`config.mk`:
```
export PLATFORM = sky130hd
export DESIGN_NAME = oser8_link_ctrl
export DESIGN_NICKNAME = d
export VERILOG_FILES = /design/src/rtl/oser8_link_ctrl.sv
export SDC_FILE = /design/constraint.sdc
export NUM_CORES = 1
export LEC_CHECK = 0
export CORE_ASPECT_RATIO = 2
export CORE_UTILIZATION = 55
export CTS_CLUSTER_DIAMETER = 30
export DETAILED_ROUTE_END_ITERATION = 12
export PLACE_DENSITY_LB_ADDON = 0.1
export SYNTH_ARGS = -nofsm -noshare
export SYNTH_HDL_FRONTEND = slang
export SYNTH_SLANG_ARGS = --single-unit
```
`constraint.sdc`:
```
create_clock -name pclk -period 3.4 [get_ports pclk]
set_clock_uncertainty 0.15 [all_clocks]
set_input_delay 0.51 -clock pclk [delete_from_list [all_inputs] [get_ports pclk]]
set_output_delay 0.51 -clock pclk [all_outputs]
set_load 0.02 [all_outputs]
```
`src/rtl/oser8_link_ctrl.sv`:
```
// Single-lane transmit controller for an 8:1 output serializer: sequences the
// serializer reset and word-alignment training, then frames one upstream byte stream.
module oser8_link_ctrl #(
    parameter int          RST_CYCLES    = 4,
    parameter int          TRAIN_WORDS   = 64,
    parameter logic [7:0]  TRAIN_PATTERN = 8'hF0,
    parameter logic [7:0]  IDLE_PATTERN  = 8'hAA,
    parameter logic [7:0]  SYNC_WORD     = 8'hBC,
    parameter logic [7:0]  FILL_WORD     = 8'h1C
) (
    input  logic        pclk,
    input  logic        reset_n,
    input  logic        in_valid,
    input  logic [7:0]  in_data,
    input  logic        in_last,
    output logic        in_ready,
    input  logic        train_req,
    output logic [7:0]  ser_din,
    output logic        ser_reset,
    output logic        link_up,
    output logic        underrun,
    output logic [15:0] frame_cnt
);

    localparam int CNT_MAX = (RST_CYCLES > TRAIN_WORDS) ? RST_CYCLES : TRAIN_WORDS;
    localparam int CW      = $clog2(CNT_MAX + 1);

    localparam logic [CW-1:0] RST_LAST   = CW'(RST_CYCLES - 1);
    localparam logic [CW-1:0] TRAIN_LAST = CW'(TRAIN_WORDS);

    typedef enum logic [2:0] {
        RST_SER,
        TRAIN,
        IDLE,
        SOF,
        DATA
    } state_t;

    state_t        state, state_d;
    logic [CW-1:0] cnt, cnt_d;
    logic          train_pend, train_pend_d;
    logic [7:0]    ser_din_d;
    logic          ser_reset_d;
    logic          link_up_d;
    logic          underrun_d;
    logic [15:0]   frame_cnt_d;

    assign in_ready = (state == SOF) || (state == DATA);

    always_comb begin
        // NOTE: every signal gets a default before the case so no path leaves
        // one unassigned; an unassigned path in always_comb infers a latch.
        state_d      = state;
        cnt_d        = cnt;
        train_pend_d = train_pend;
        ser_din_d    = ser_din;
        ser_reset_d  = ser_reset;
        link_up_d    = link_up;
        underrun_d   = 1'b0;
        frame_cnt_d  = frame_cnt;

        case (state)
            RST_SER: begin
                if (cnt == RST_LAST) begin
                    // First training word goes out on the same edge ser_reset falls.
                    state_d     = TRAIN;
                    cnt_d       = CW'(1);
                    ser_din_d   = TRAIN_PATTERN;
                    ser_reset_d = 1'b0;
                end else begin
                    cnt_d     = cnt + CW'(1);
                    ser_din_d = 8'h00;
                end
            end

            TRAIN: begin
                // cnt holds the number of training words already on ser_din.
                train_pend_d = 1'b0;
                if (cnt == TRAIN_LAST) begin
                    state_d   = IDLE;
                    cnt_d     = '0;
                    ser_din_d = IDLE_PATTERN;
                    link_up_d = 1'b1;
                end else begin
                    cnt_d     = cnt + CW'(1);
                    ser_din_d = TRAIN_PATTERN;
                    link_up_d = 1'b0;
                end
            end

            IDLE: begin
                if (train_req) train_pend_d = 1'b1;
                if (train_pend) begin
                    state_d      = TRAIN;
                    cnt_d        = '0;
                    train_pend_d = 1'b0;
                    ser_din_d    = IDLE_PATTERN;
                end else if (in_valid) begin
                    state_d   = SOF;
                    ser_din_d = SYNC_WORD;
                end else begin
                    ser_din_d = IDLE_PATTERN;
                end
            end

            SOF, DATA: begin
                if (train_req) train_pend_d = 1'b1;
                if (in_valid) begin
                    ser_din_d = in_data;
                    if (in_last) begin
                        state_d     = IDLE;
                        frame_cnt_d = frame_cnt + 16'd1;
                    end else begin
                        state_d = DATA;
                    end
                end else begin
                    // Mid-frame underrun keeps the frame open with filler.
                    ser_din_d  = FILL_WORD;
                    underrun_d = 1'b1;
                end
            end

            default: begin
                state_d = RST_SER;
                cnt_d   = '0;
            end
        endcase
    end

    always_ff @(posedge pclk or negedge reset_n) begin
        if (!reset_n) begin
            state      <= RST_SER;
            cnt        <= '0;
            train_pend <= 1'b0;
            ser_din    <= 8'h00;
            ser_reset  <= 1'b1;
            link_up    <= 1'b0;
            underrun   <= 1'b0;
            frame_cnt  <= 16'd0;
        end else begin
            // NOTE: non-blocking assignments here so every register samples the
            // pre-edge values computed in always_comb, independent of statement order.
            state      <= state_d;
            cnt        <= cnt_d;
            train_pend <= train_pend_d;
            ser_din    <= ser_din_d;
            ser_reset  <= ser_reset_d;
            link_up    <= link_up_d;
            underrun   <= underrun_d;
            frame_cnt  <= frame_cnt_d;
        end
    end

endmodule

```
==> qor.yml, run 1 <==
hold_path:
  min_path_type: "input port to asynchronous set/reset pin"
placement:
  dp_hpwl_um: 3480
  place.gp.congestion: 0.811
  dp_cells: 294
  portBuffers: 40
grt:
  top_usage_layer: "met2"
  grtUsageMet3_pct: 3.84
  grt_overflow: 0
  antenna_found_initial: 0
  grt_pass1_vias: 1712
  grtUsageTotal_pct: 26.7
  grt_util_met2_pct: 49.7
  grt_max_degree: 39
  use_met1_pct: 28.2
  grt_pass1_wl_um: 7760
clock_tree:
  post-cts-setup-buffer-count: 0
  clk_pin_slew_ns: 0.08
  cts_resized: 0
  clock-sinks: 38
  htreeDepth: 2
  cts_buffers: 5
  cts_hold_buffers: 0
  cts_root_buf: "clkbuf_8"
  clock_path_buffers: 2
  cts_tree: "done"
  clock_latency_ns: 0.29
synth:
  synth_edf_count: 0
  synth_top_area_share_pct: 44.5
  synth_common_cells: "37 x dfrtp_1, 22 x nand2_1, 14 x xnor2_1, 10 x inv_1, 10 x nand3_1"
  synth_area_um2: 2080
  yosysSeqAreaShare_pct: 45.8
  syn-num-nets: 229
  ys_async_sr_fraction_pct: 100
  netlist-cell-type-count: 48
  syn_area_per_cell_um2: 9.76
  synth_top_flop_cell: "dfrtp_1"
  ys_warn_count: 0
  ys_ff_latch: 38
  synthCells: 213
  synth.area.top_cells: "dfrtp_1 45%, xnor2_1 5.9%, nand2_1 4.0%"
  synth_top_area_cell: "dfrtp_1"
  synth_most_common_cell: "dfrtp_1"
drt:
  vias_per_cell: 5.85
  dr.first_iter.drc_count: 70
  remaining_drc_errors: 0
  drt-total-wl_um: 4800
  vias: 1768
  antenna_left: 0
  first_pass_iters: 4
  wire_per_inst_um: 15.9
layout:
  n_antenna_cell: 0
  n_fill_cell: 295
  fin_nets: 268
  syn2layout_area_growth_pct: 25.8
  finish.utilization_pct: 72.5
  final_cells: 302
  drive_gt1_share_pct: 9.49
worst_setup_path:
  path_delay_family: "buffers and inverters"
  cp-start-kind: "flip-flop"
  cpPeakStageDelay_ns: 0.64
  criticalPathCategory: "flip-flop to output port"
  endpoint_kind: "output port"
  cp_slowest_cell: "clkdlybuf4s50_1"
  cp.arrival_ns: 2.16
  crit_chain: "buf_4 > nand3b_1 > nand2_1 > clkdlybuf4s50_1"
  path_max_fanout: 26
  crit_buf_inv: 2
  crit_required_ns: 2.74
sta:
  relSlewSlack_pct: 41.8
  min_period_over_period_pct: 83.1
  fmax_mhz: 354
  fin_setup_tns_ns: 0
  worst_pin_slew_ns: 0.873
  finalMaxSlewViolations: 0
  rsz0062_at_grt: "false"
  finalHoldViolations: 0
  setup_viol: 0
  min_period_ns: 2.82
die:
  fp.dieH_um: 89.0
  ios: 41
  die_area_um2: 4050
  rows: 31
  die_w_um: 45.5
  core_area_um2: 3610
  start_util_pct: 57.6
pwr:
  leakagePower_nw: 1.10
  power_density_nw_per_um2: 666
  peakVddDrop_v: 0.000624
outcome:
  outcome: "complete, no violations"
job:
  cap_violations: 0
==> layout by cell type (no fill, tap or decap), types with 3 or more instances in the layout <==
| master | n |
|---|---|
| nand3_1 | 10 |
| a32o_1 | 8 |
| inv_1 | 10 |
| and3_1 | 4 |
| a31oi_1 | 4 |
| nor2b_1 | 6 |
| xnor2_1 | 14 |
| nand2b_1 | 4 |
| and2_1 | 3 |
| dfrtp_1 | 37 |
| buf_4 | 5 |
| clkbuf_8 | 5 |
| a22oi_1 | 3 |
| ha_1 | 3 |
| nor3_1 | 4 |
| clkdlybuf4s50_1 | 39 |
| o21ai_0 | 9 |
| nand4_1 | 9 |
| nor2_1 | 9 |
| a21oi_1 | 5 |
| nand2_1 | 22 |
==> registers in the layout (all words and copies together), names as in the netlist <==
| name | count |
|---|---|
| underrun | 1 |
| ser_din | 8 |
| frame_cnt | 16 |
| cnt | 7 |
| ser_reset | 1 |
| link_up | 1 |
| state | 3 |
| train_pend | 1 |
==> area by class of cell <==
type	count	area, µm²	share of cell area [%]
Tap cell	49	61.3	2.34
Timing Repair Buffer	45	433	16.5
Inverter	10	37.5	1.43
Sequential cell	38	952	36.4
Multi-Input combinational cell	152	1020	39.1
Clock inverter	3	40.0	1.53
Clock buffer	5	68.8	2.63
==> per-stage QoR <==
stage / hold WS [ns] / worst slack, ns / power (W) / area [µm²]
floorplan: 0.0644 / 1.51 / 0.00113 / 2080
global placement: 0.304 / 0.950 / 0.00135 / 2510
detailed placement: 0.306 / 0.908 / 0.00137 / 2510
CTS: 0.193 / 0.577 / 0.00175 / 2620
global route: 0.231 / 0.476 / 0.00185 / 2620
finish: 0.176 / 0.576 / 0.00174 / 2620
==> power by group <==
part	switching [W]	total (W)	internal, W
combinational	0.000382	0.000695	0.000313
sequential	0.000112	0.000669	0.000556
clock	0.000162	0.000378	0.000216
==> layer usage <==
| metal | share of wire [%] | vias to the layer above | wire length, µm |
|---|---|---|---|
| li1 | - | 847 | - |
| met1 | 38 | 865 | 1810 |
| met2 | 57 | 49 | 2760 |
| met3 | 3.3 | 7 | 158 |
| met4 | 1.6 | 0 | 79 |
| met5 | 0 | - | 0 |
==> cells by family (layout without fill, tap and decap cells) <==
kind of cell / Yosys count / after routing / synth area share, %
AND/OR/NAND/NOR: 81 / 81 / 20.6
buffers and inverters: 23 / 63 / 4.99
XOR/XNOR: 16 / 16 / 6.74
adder cells (fa/ha/maj): 3 / 3 / 1.81
flip-flops: 38 / 38 / 45.8
AO/OA/AOI/OAI: 50 / 50 / 19.0
multiplexers: 2 / 2 / 1.08
==> worst paths after layout <==
path	start	endpoint	slack, ns	cells past startpoint
setup / recovery	state[0]	in_ready	0.58	4
hold / removal	reset_n	frame_cnt[8]	0.18	1
setup reg to reg	state[1]	frame_cnt[12]	1.31	5
hold reg to reg	ser_reset	ser_reset	0.31	1
max in group asynchronous	reset_n	ser_din[3]	2.36	1
min in group pclk	ser_reset	ser_reset	0.31	1
Power figures use the tool's default switching activity.
==> run 2: changes to the inputs <==
- CORE_UTILIZATION: 55 -> 46
- clock period: 3.4 -> 2.3 ns (I/O delays scaled with it)
==> run 2 against run 1 <==
Die area grew 19%. Sequential power up 47%. Clock power is 86% higher. Core utilization down 10 points. Highest routed layer unchanged. First-iteration DRC count shrank 56%. Wire length is 2.4% higher. Sequential share of layout area down 1.2 points. Via count down 0.68%. Global-route usage shrank 4.3 points. Critical path depth decreased by 1. Largest power group unchanged.
==> qor.yml, run 2 (synthesized netlist as in run 1, its figures left out) <==
die:
  core_area_um2: 4340  # was 3610 µm²
  fp.dieH_um: 97.1  # was 89.0 µm
  die_area_um2: 4810  # was 4050 µm²
  die_w_um: 49.5  # was 45.5 µm
  start_util_pct: 47.9  # was 57.6%
  ios: 41  # unchanged
  rows: 34  # was 31
layout:
  multi_input_area_um2: 1020  # unchanged
  drive_gt1_share_pct: 11.2  # was 9.49%
  final_cell_mix: "38 x clkdlybuf4s50_1, 37 x dfrtp_1, 22 x nand2_1"  # was 39 x clkdlybuf4s50_1, 37 x dfrtp_1, 22 x nand2_1
  syn2layout_area_growth_pct: 30.0  # was 25.8%
  reg_top3: "frame_cnt: 16 flops, ser_din: 8 flops, cnt: 7 flops"  # unchanged
  fin_nets: 274  # was 268
  finish.utilization_pct: 62.3  # was 72.5%
  fin_area_um2: 2700  # was 2620 µm²
  n_fill_cell: 403  # was 295
  final_cells: 313  # was 302
  final_common_cell: "clkdlybuf4s50_1"  # unchanged
  largest_reg_flops: 16  # unchanged
  n_antenna_cell: 0  # unchanged
  top_register: "frame_cnt"  # unchanged
  seq_area_um2: 952  # unchanged
outcome:
  outcome: "complete, no violations"  # unchanged
sta:
  finalMaxSlewViolations: 0  # unchanged
  relSlewSlack_pct: 59.9  # was 41.8%
  finalWorstSetupSlack_ns: 0.219  # was 0.576 ns
  rsz0062_at_grt: "false"  # unchanged
  setup_viol: 0  # unchanged
  finalHoldViolations: 0  # unchanged
  fmax_mhz: 481
  fin_setup_tns_ns: 0  # unchanged
  worst_pin_slew_ns: 0.597  # was 0.873 ns
  min_period_ns: 2.08
  min_period_over_period_pct: 90.5
drt:
  remaining_drc_errors: 0  # unchanged
  vias: 1756  # was 1768
  first_pass_iters: 4  # unchanged
  drt-total-wl_um: 4920  # was 4800 µm
  vias_per_cell: 5.61  # was 5.85
  dr.first_iter.drc_count: 31  # was 70
  antenna_left: 0  # unchanged
  wire_per_inst_um: 15.7  # was 15.9 µm
placement:
  dp_hpwl_um: 3640  # was 3480 µm
  portBuffers: 40  # unchanged
  placed_area_um2: 2550  # was 2510 µm²
  pre_cts_ws_ns: 0.116  # was 0.908 ns
  dp_cells: 304  # was 294
  place.gp.congestion: 0.767  # was 0.811
grt:
  grt_pass1_vias: 1698  # was 1712
  grtUsageTotal_pct: 22.4  # was 26.7%
  antenna_found_initial: 0  # unchanged
  grt_pass1_wl_um: 8290  # was 7760 µm
  grt_max_degree: 27  # was 39
  grt_overflow: 0  # unchanged
clock_tree:
  clock-sinks: 38  # unchanged
  clock_path_buffers: 2  # unchanged
  cts_tree: "done"  # unchanged
  post-cts-setup-buffer-count: 0  # unchanged
  htreeDepth: 2  # unchanged
  clk_pin_slew_ns: 0.07  # was 0.08 ns
  cts_buffers: 5  # unchanged
  cts_root_buf: "clkbuf_8"  # unchanged
  clock_latency_ns: 0.29  # about the same
hold_path:
  min_path_type: "flip-flop to flip-flop"  # was input port to asynchronous set/reset pin
  whs_path_depth: 1
worst_setup_path:
  path_max_fanout: 4  # was 26
  cp_slowest_cell: "or3b_1"  # was clkdlybuf4s50_1
  crit_required_ns: 1.80  # was 2.74 ns
  crit_chain: "or3b_1 > nand2_1 > dlygate4sd2_1"  # was buf_4 > nand3b_1 > nand2_1 > clkdlybuf4s50_1
  r2r_cells: 5  # unchanged
  criticalPathCategory: "flip-flop to output port"  # unchanged
  cp-start-kind: "flip-flop"  # unchanged
  endpoint_kind: "output port"  # unchanged
  cp.arrival_ns: 1.59  # was 2.16 ns
  cpPeakStageDelay_ns: 0.39  # was 0.64 ns
pwr:
  leakagePower_nw: 1.14  # was 1.10 nW
  power_density_nw_per_um2: 1010  # was 666 nW/µm²
  peakVddDrop_v: 0.000622  # was 0.000624 V
job:
  cap_violations: 0  # unchanged
-- run 2: area by class of cell --
class | instances | share of cell area (%)
tap | 54 | 2.50
clock buffer | 6 | 3.06
sequential | 38 | 35.2
multi-input combinational | 152 | 37.9
clock inverter | 2 | 2.22
timing repair buffer | 51 | 17.7
inverter | 10 | 1.39
-- run 2: path summary, 6_finish.rpt --
kind | startpoint | end | slack, ns
worst max-delay path | state[1] | in_ready | 0.22
worst max register to register | cnt[0] | cnt[2] | 0.34
max in group asynchronous | reset_n | ser_reset | 1.02
worst min-delay path | ser_reset | ser_reset | 0.31
min in group asynchronous | reset_n | frame_cnt[7] | 0.39
worst min register to register | ser_reset | ser_reset | 0.31
-- run 2: worst max-delay path: cells and delay by family (launching register included) --
kind	cells	cell delay, ns
AND/OR/NAND/NOR	2	0.57
flip-flops	1	0.38
buffers and inverters	1	0.36
-- run 2: timing repair --
| action | 4_1_cts | 5_1_grt |
|---|---|---|
| endpoints found under the setup margin | 1 | 0 |
| gates resized for setup | 1 | 0 |
| hold buffers | 1 | 0 |
| hold endpoints to repair | 20 | 0 |
-- run 2: stage by stage --
step           total power [W]  hold slack, ns
2_1_floorplan          0.00167          -0.101
3_3_place_gp           0.00203           0.182
3_5_place_dp           0.00205           0.179
4_1_cts                0.00276           0.311
5_1_grt                0.00291           0.330
6_report               0.00273           0.308
-- run 2: power by group --
part	total, W	switching (W)	internal [W]
Clock	0.000702	0.000239	0.000463
Sequential	0.000981	0.000158	0.000823
Combinational	0.00105	0.000577	0.000475
-- run 2: per-layer routing --
metal  up-vias  part of all wire, %  GRT usage (%)
li1        857                    -              -
met1       853                   40           25.8
met2        38                   56           39.9
met3         8                  2.6           3.29
met4         0                  1.7           9.01
met5         -                    0              0
